[src/rtl/multdiv_unit.sv]
// ---------------------------------------------------------------------------
// multdiv_unit
//   Iterative signed multiplier / divider placed after the register file.
//   One operation in flight; the result is written back when data_resultRDY
//   pulses, a fixed WIDTH+1 rising edges after the start edge.
//
// Ports
//   clock          in   system clock, rising edge
//   ctrl_reset     in   synchronous reset, active low
//   ctrl_MULT      in   start a signed multiply (ignored if ctrl_DIV also high)
//   ctrl_DIV       in   start a signed divide   (ignored if ctrl_MULT also high)
//   data_operandA  in   multiplicand / dividend
//   data_operandB  in   multiplier   / divisor
//   data_result    out  low WIDTH bits of product, or quotient
//   data_exception out  multiply overflow, divide-by-zero or MIN/-1 overflow
//   data_resultRDY out  one-cycle pulse, result and exception valid
//   busy           out  operation in flight (start edge through RDY cycle)
// ---------------------------------------------------------------------------
module multdiv_unit #(
    parameter int WIDTH = 32
) (
    input  logic             clock,
    input  logic             ctrl_reset,
    input  logic             ctrl_MULT,
    input  logic             ctrl_DIV,
    input  logic [WIDTH-1:0] data_operandA,
    input  logic [WIDTH-1:0] data_operandB,
    output logic [WIDTH-1:0] data_result,
    output logic             data_exception,
    output logic             data_resultRDY,
    output logic             busy
);

    localparam int LATENCY = WIDTH + 1;
    localparam int CW      = $clog2(LATENCY + 1);

    typedef enum logic [1:0] {
        S_IDLE,
        S_MUL,
        S_DIV,
        S_DONE
    } state_t;

    state_t r_state;
    state_t w_state_next;

    // Shared datapath: r_hi/r_lo form the partial product (multiply) or the
    // partial remainder / quotient pair (divide); r_dvs holds the magnitude
    // of the multiplicand or of the divisor.
    logic [WIDTH:0]   r_hi;
    logic [WIDTH-1:0] r_lo;
    logic [WIDTH:0]   r_dvs;
    logic [CW-1:0]    r_cnt;
    logic             r_neg;
    logic             r_div0;
    logic             r_divovf;

    logic             w_start;
    logic             w_active;
    logic             w_last;
    logic             w_step;
    logic             w_finish;

    logic [WIDTH:0]   w_a_ext;
    logic [WIDTH:0]   w_b_ext;
    logic [WIDTH:0]   w_a_mag;
    logic [WIDTH:0]   w_b_mag;

    logic [WIDTH+1:0] w_mul_sum;
    logic [WIDTH:0]   w_rem_sh;
    logic [WIDTH+1:0] w_div_diff;
    logic             w_q_bit;

    logic [2*WIDTH-1:0] w_prod_mag;
    logic [2*WIDTH-1:0] w_prod;
    logic               w_mul_ovf;
    logic [WIDTH-1:0]   w_quo;

    logic [WIDTH-1:0] w_res_next;
    logic             w_exc_next;
    logic             w_rdy_next;
    logic             w_busy_next;

    assign w_start  = ctrl_MULT ^ ctrl_DIV;
    assign w_active = (r_state == S_MUL) || (r_state == S_DIV);
    assign w_last   = (r_cnt == CW'(LATENCY - 1));

    // Operand magnitudes in WIDTH+1 bits so the most negative value survives.
    assign w_a_ext = {data_operandA[WIDTH-1], data_operandA};
    assign w_b_ext = {data_operandB[WIDTH-1], data_operandB};
    assign w_a_mag = w_a_ext[WIDTH] ? -w_a_ext : w_a_ext;
    assign w_b_mag = w_b_ext[WIDTH] ? -w_b_ext : w_b_ext;

    // Unsigned shift-add step: multiplier bits are consumed from r_lo[0].
    assign w_mul_sum = {1'b0, r_hi} + (r_lo[0] ? {1'b0, r_dvs} : '0);

    // Restoring divide step: dividend bits enter from r_lo MSB, quotient
    // bits shift into r_lo LSB.
    assign w_rem_sh   = {r_hi[WIDTH-1:0], r_lo[WIDTH-1]};
    assign w_div_diff = {1'b0, w_rem_sh} - {1'b0, r_dvs};
    assign w_q_bit    = ~w_div_diff[WIDTH+1];

    // Signs are applied only once the magnitude operation is complete.
    assign w_prod_mag = {r_hi[WIDTH-1:0], r_lo};
    assign w_prod     = r_neg ? -w_prod_mag : w_prod_mag;
    assign w_mul_ovf  = ~((&w_prod[2*WIDTH-1:WIDTH-1]) | ~(|w_prod[2*WIDTH-1:WIDTH-1]));
    assign w_quo      = r_neg ? -r_lo : r_lo;

    // State register
    always_ff @(posedge clock) begin
        if (!ctrl_reset) begin
            r_state <= S_IDLE;
        end else begin
            r_state <= w_state_next;
        end
    end

    // Next-state logic: a valid start overrides everything, including an
    // operation already in flight.
    always_comb begin
        w_state_next = r_state;
        if (w_start) begin
            w_state_next = ctrl_MULT ? S_MUL : S_DIV;
        end else begin
            case (r_state)
                S_IDLE:       w_state_next = S_IDLE;
                S_MUL, S_DIV: w_state_next = w_last ? S_DONE : r_state;
                S_DONE:       w_state_next = S_IDLE;
                default:      w_state_next = S_IDLE;
            endcase
        end
    end

    // Output / control logic feeding the registered outputs.
    always_comb begin
        w_step      = w_active && !w_last && !w_start;
        w_finish    = w_active &&  w_last && !w_start;
        w_rdy_next  = (w_state_next == S_DONE);
        w_busy_next = (w_state_next != S_IDLE);
        w_res_next  = data_result;
        w_exc_next  = data_exception;
        if (w_finish) begin
            if (r_state == S_MUL) begin
                w_res_next = w_prod[WIDTH-1:0];
                w_exc_next = w_mul_ovf;
            end else if (r_div0) begin
                w_res_next = '0;
                w_exc_next = 1'b1;
            end else begin
                w_res_next = w_quo;
                w_exc_next = r_divovf;
            end
        end
    end

    // Registered outputs
    always_ff @(posedge clock) begin
        if (!ctrl_reset) begin
            data_result    <= '0;
            data_exception <= 1'b0;
            data_resultRDY <= 1'b0;
            busy           <= 1'b0;
        end else begin
            data_result    <= w_res_next;
            data_exception <= w_exc_next;
            data_resultRDY <= w_rdy_next;
            busy           <= w_busy_next;
        end
    end

    // Datapath
    always_ff @(posedge clock) begin
        if (!ctrl_reset) begin
            r_hi     <= '0;
            r_lo     <= '0;
            r_dvs    <= '0;
            r_cnt    <= '0;
            r_neg    <= 1'b0;
            r_div0   <= 1'b0;
            r_divovf <= 1'b0;
        end else if (w_start) begin
            r_hi     <= '0;
            r_cnt    <= '0;
            r_neg    <= data_operandA[WIDTH-1] ^ data_operandB[WIDTH-1];
            r_div0   <= (data_operandB == '0);
            r_divovf <= (data_operandA == {1'b1, {(WIDTH-1){1'b0}}}) && (data_operandB == '1);
            if (ctrl_MULT) begin
                r_dvs <= w_a_mag;
                r_lo  <= w_b_mag[WIDTH-1:0];
            end else begin
                r_dvs <= w_b_mag;
                r_lo  <= w_a_mag[WIDTH-1:0];
            end
        end else if (w_step) begin
            r_cnt <= r_cnt + CW'(1);
            if (r_state == S_MUL) begin
                r_hi <= w_mul_sum[WIDTH+1:1];
                r_lo <= {w_mul_sum[0], r_lo[WIDTH-1:1]};
            end else begin
                r_hi <= w_q_bit ? w_div_diff[WIDTH:0] : w_rem_sh;
                r_lo <= {r_lo[WIDTH-2:0], w_q_bit};
            end
        end
    end

endmodule

[config.mk]
export PLATFORM = sky130hd
export DESIGN_NAME = multdiv_unit
export DESIGN_NICKNAME = d
export VERILOG_FILES = /design/src/rtl/multdiv_unit.sv
export SDC_FILE = /design/constraint.sdc
export NUM_CORES = 1
export LEC_CHECK = 0
export ABC_CLOCK_PERIOD_IN_PS = 8600
export BUFFER_PORTS_ARGS = -buffer_cell sky130_fd_sc_hd__buf_4
export CAP_MARGIN = 30
export CORE_MARGIN = 2
export CORE_UTILIZATION = 65
export DETAILED_ROUTE_END_ITERATION = 8
export PLACE_DENSITY = 0.85
export SYNTH_ARGS = -nofsm -noshare
export SYNTH_HDL_FRONTEND = slang
export SYNTH_SLANG_ARGS = --single-unit
[constraint.sdc]
create_clock -name clock -period 8.6 [get_ports clock]
set_clock_uncertainty 0.1 [all_clocks]
set_input_delay 1.29 -clock clock [delete_from_list [all_inputs] [get_ports clock]]
set_output_delay 1.29 -clock clock [all_outputs]
set_load 0.02 [all_outputs]
==> impl_results.md <==
- Synthesized instance count: 1,922
- Vias/cell: 6.85
- Top delay family on crit path: simple AND/OR/NAND/NOR gates
- Peak supply drop: 0.000145 V
- Net Count, Synth: 2,065
- HP Class: flip-flop to flip-flop
- Clock transition at the registers of the reported paths: 0.08 ns
- Via count: 15,152
- Die height: 149 um
- Final Cycle Share: 52.3%
- Cells along the critical path: buf_4 -> or4_1 -> or2_1 -> or3_1 -> or4_1 -> or3_1 -> or4_4 -> o31ai_2 -> xor2_1 -> a211oi_1 -> a21oi_1 -> nor2_1
- Static Leak: 6.23 nW
- RePlAce Congestion: 1.03
- Worst skew pair latency: 0.44 ns
- Core box area: 0.0208 mm^2
- NumNets Final: 2,068
- Antenna Cells: 0
- I/O Pins: 103
- Sequential area share after synthesis: 21.1%
- RSZ-0062 raised after global routing: false
- DRC: 0
- Initial antenna violation count: 0
- CP required: 8.80 ns
- Final WL: 45,300 um
- Main flop type after synthesis: dfxtp_1
- Drt pass-1 iters: 8
- Die width: 149 um
- Crit path kind: input port to flip-flop
- Status: finished clean
- Setup violators final: 0
- Top-area cell type share of the netlist area: 21.1%
- Max-slew headroom: 28.1%
- Iteration-0 DRC Markers: 1,987
- Ys async rst share: 0%
- Via count of the first global-routing pass: 14,053
- Count leader, synth: nor2_1
- CTS Buf Count: 17
- Port Buf Inserts: 102
- Layout cell share with drive strength beyond 1: 9.75%
- Mapped Avg Cell Area: 7.12 um^2
- Drt wl/cell: 20.5 um
- Clk Tree Root Cell: clkbuf_16
- Tot GR Track Use: 40.2%
- Most frequent cells after synthesis: 216 x nor2_1, 183 x nand2_1, 167 x a21oi_1, 150 x o21ai_0, 144 x dfxtp_1
- Clock tree buffer depth: 2
- Hpwl dp: 32,300 um
- Cts repair resizes: 0
- CTS Sinks: 144
- Final hold slack: 0.395 ns
- Netlist cell types: 82
- Post-synth EDFFs: 0
- Synth area leaders: dfxtp_1 21%, ha_1 6.7%, xor2_1 6.1%
- Slowest stage delay, CP: 0.54 ns
- CP Buf/Inv Count: 1
- Crit path launch type: input port
- Pwr per Cell Area: 157 mW/mm^2
- Leading area contributor after synthesis: dfxtp_1
- Slowest stage cell, crit path: or4_1
- Num rows: 53
- Most crowded layer after global routing: met2
- Post-Layout Inst Area: 0.0151 mm^2
- GRT met2 Usage: 65.3%
- Global-route wire length before repair: 71,800 um
- Crit. End Element: flip-flop
- Tmin final: 4.50 ns
- Initial core utilization: 65.7%
- Number of synthesized register bits: 144
- Syn-to-layout area delta: 10.1%
- Worst Path Arrival: 4.69 ns
- Die area: 0.0222 mm^2
- Yosys Warn Count: 0
- CTS tree: done
- Setup repair bufs after CTS: 0
- Htree depth: 4
- Largest net degree at the start of global routing: 71
- Layout Utilization: 72.4%
- Final Slew Violations: 0
- M1 GR Usage: 51.1%
- Fin Setup TNS: 0 ns
- Met3 Use GR: 6.21%
- Synth Cell Area: 0.0137 mm^2
- CTS hold repair buffers: 0
- Crit path max fanout: 5
- ANT nets after route: 0
- Fin. Hold Viols: 0
- Grt ovf: 0
- Placed Area: 0.0145 mm^2
- Worst-Margin Slew: 1.08 ns
- MaxCap Viol Count: 0
- Fmax: 0.222 GHz
tightest hold or removal path: cells and delay by family, from the launching register on:
family	cells	cell delay (ns)
and+or+nand+nor	1	0.07
DFF	1	0.33
AOI/OAI and AO/OA	1	0.06
placed cells by master (no fill, tap or decap), types with 28 or more instances in the layout:
master and count:
a22oi_1 28, a211oi_1 43, inv_1 58, o31ai_1 35
nand3_1 58, a21oi_1 166, o22ai_1 38, a21o_1 42
o21ai_0 150, dfxtp_1 143, or3_1 30, xor2_1 96
and3_1 28, nor2_1 214, nand2_1 183, ha_1 72
mux2i_1 38, xnor2_1 72, buf_4 117
cells by family (layout without fill, tap and decap cells):
kind of cell	Yosys count	in the layout	synth area share (%)
buffers and inverters	194	210	5.43
muxes	41	41	3.02
xor gates and xnor gates	168	168	10.7
adders and majority gates	77	77	7.11
and+or+nand+nor	675	675	24.0
AOI/OAI and AO/OA	623	623	28.6
DFF	144	144	21.1
metrics by stage:
step           setup WS [ns]  std cells  power [mW]
4_1_cts                 4.16       2213        2.33
5_1_grt                 3.96       2213        2.46
3_3_place_gp            3.77       2180        1.55
3_5_place_dp            3.72       2181        1.57
2_1_floorplan           4.09       1922        1.36
6_report                4.10       2213        2.36
power breakdown:
group	leakage [nW]	internal [mW]	switching, mW
logic	4.75	0.316	0.495
registers	1.18	0.704	0.0815
clock network	0.299	0.396	0.372
total	6.23	1.42	0.949
sequential cells by signal (all words and copies together) (netlist names), 2 cells and up:
register / flops
data_result: 32
r_cnt: 6
r_dvs: 33
r_hi: 33
r_lo: 32
r_state: 2
metal layers:
layer,vias up,wire [um]
met5,-,0
met2,911,20500
met4,0,2800
met1,7028,17800
li1,7003,-
met3,210,4150
worst paths after layout:
| kind | startpoint | slack (ns) | to | depth (start not counted) |
|---|---|---|---|---|
| worst max-delay path | data_operandA[9] | 4.10 | r_lo[30]$_SDFFE_PN0P_ | 12 |
| worst min-delay path | data_result[16]$_SDFFE_PN0P_ | 0.39 | data_result[16]$_SDFFE_PN0P_ | 2 |
| worst max register to register | r_lo[0]$_SDFFE_PN0P_ | 4.21 | r_hi[21]$_SDFFE_PP0P_ | 14 |
| worst min register to register | data_result[16]$_SDFFE_PN0P_ | 0.39 | data_result[16]$_SDFFE_PN0P_ | 2 |
layout make-up:
cell class | count | area (um^2)
Clock buffer | 17 | 425
Clock inverter | 15 | 189
Fill cell | 1737 | 5750
Inverter | 60 | 225
Multi-Input combinational cell | 1584 | 10100
Sequential cell | 144 | 2880
Tap cell | 275 | 344
Timing Repair Buffer | 118 | 906
No activity file was read; power rests on OpenSTA's default activity.
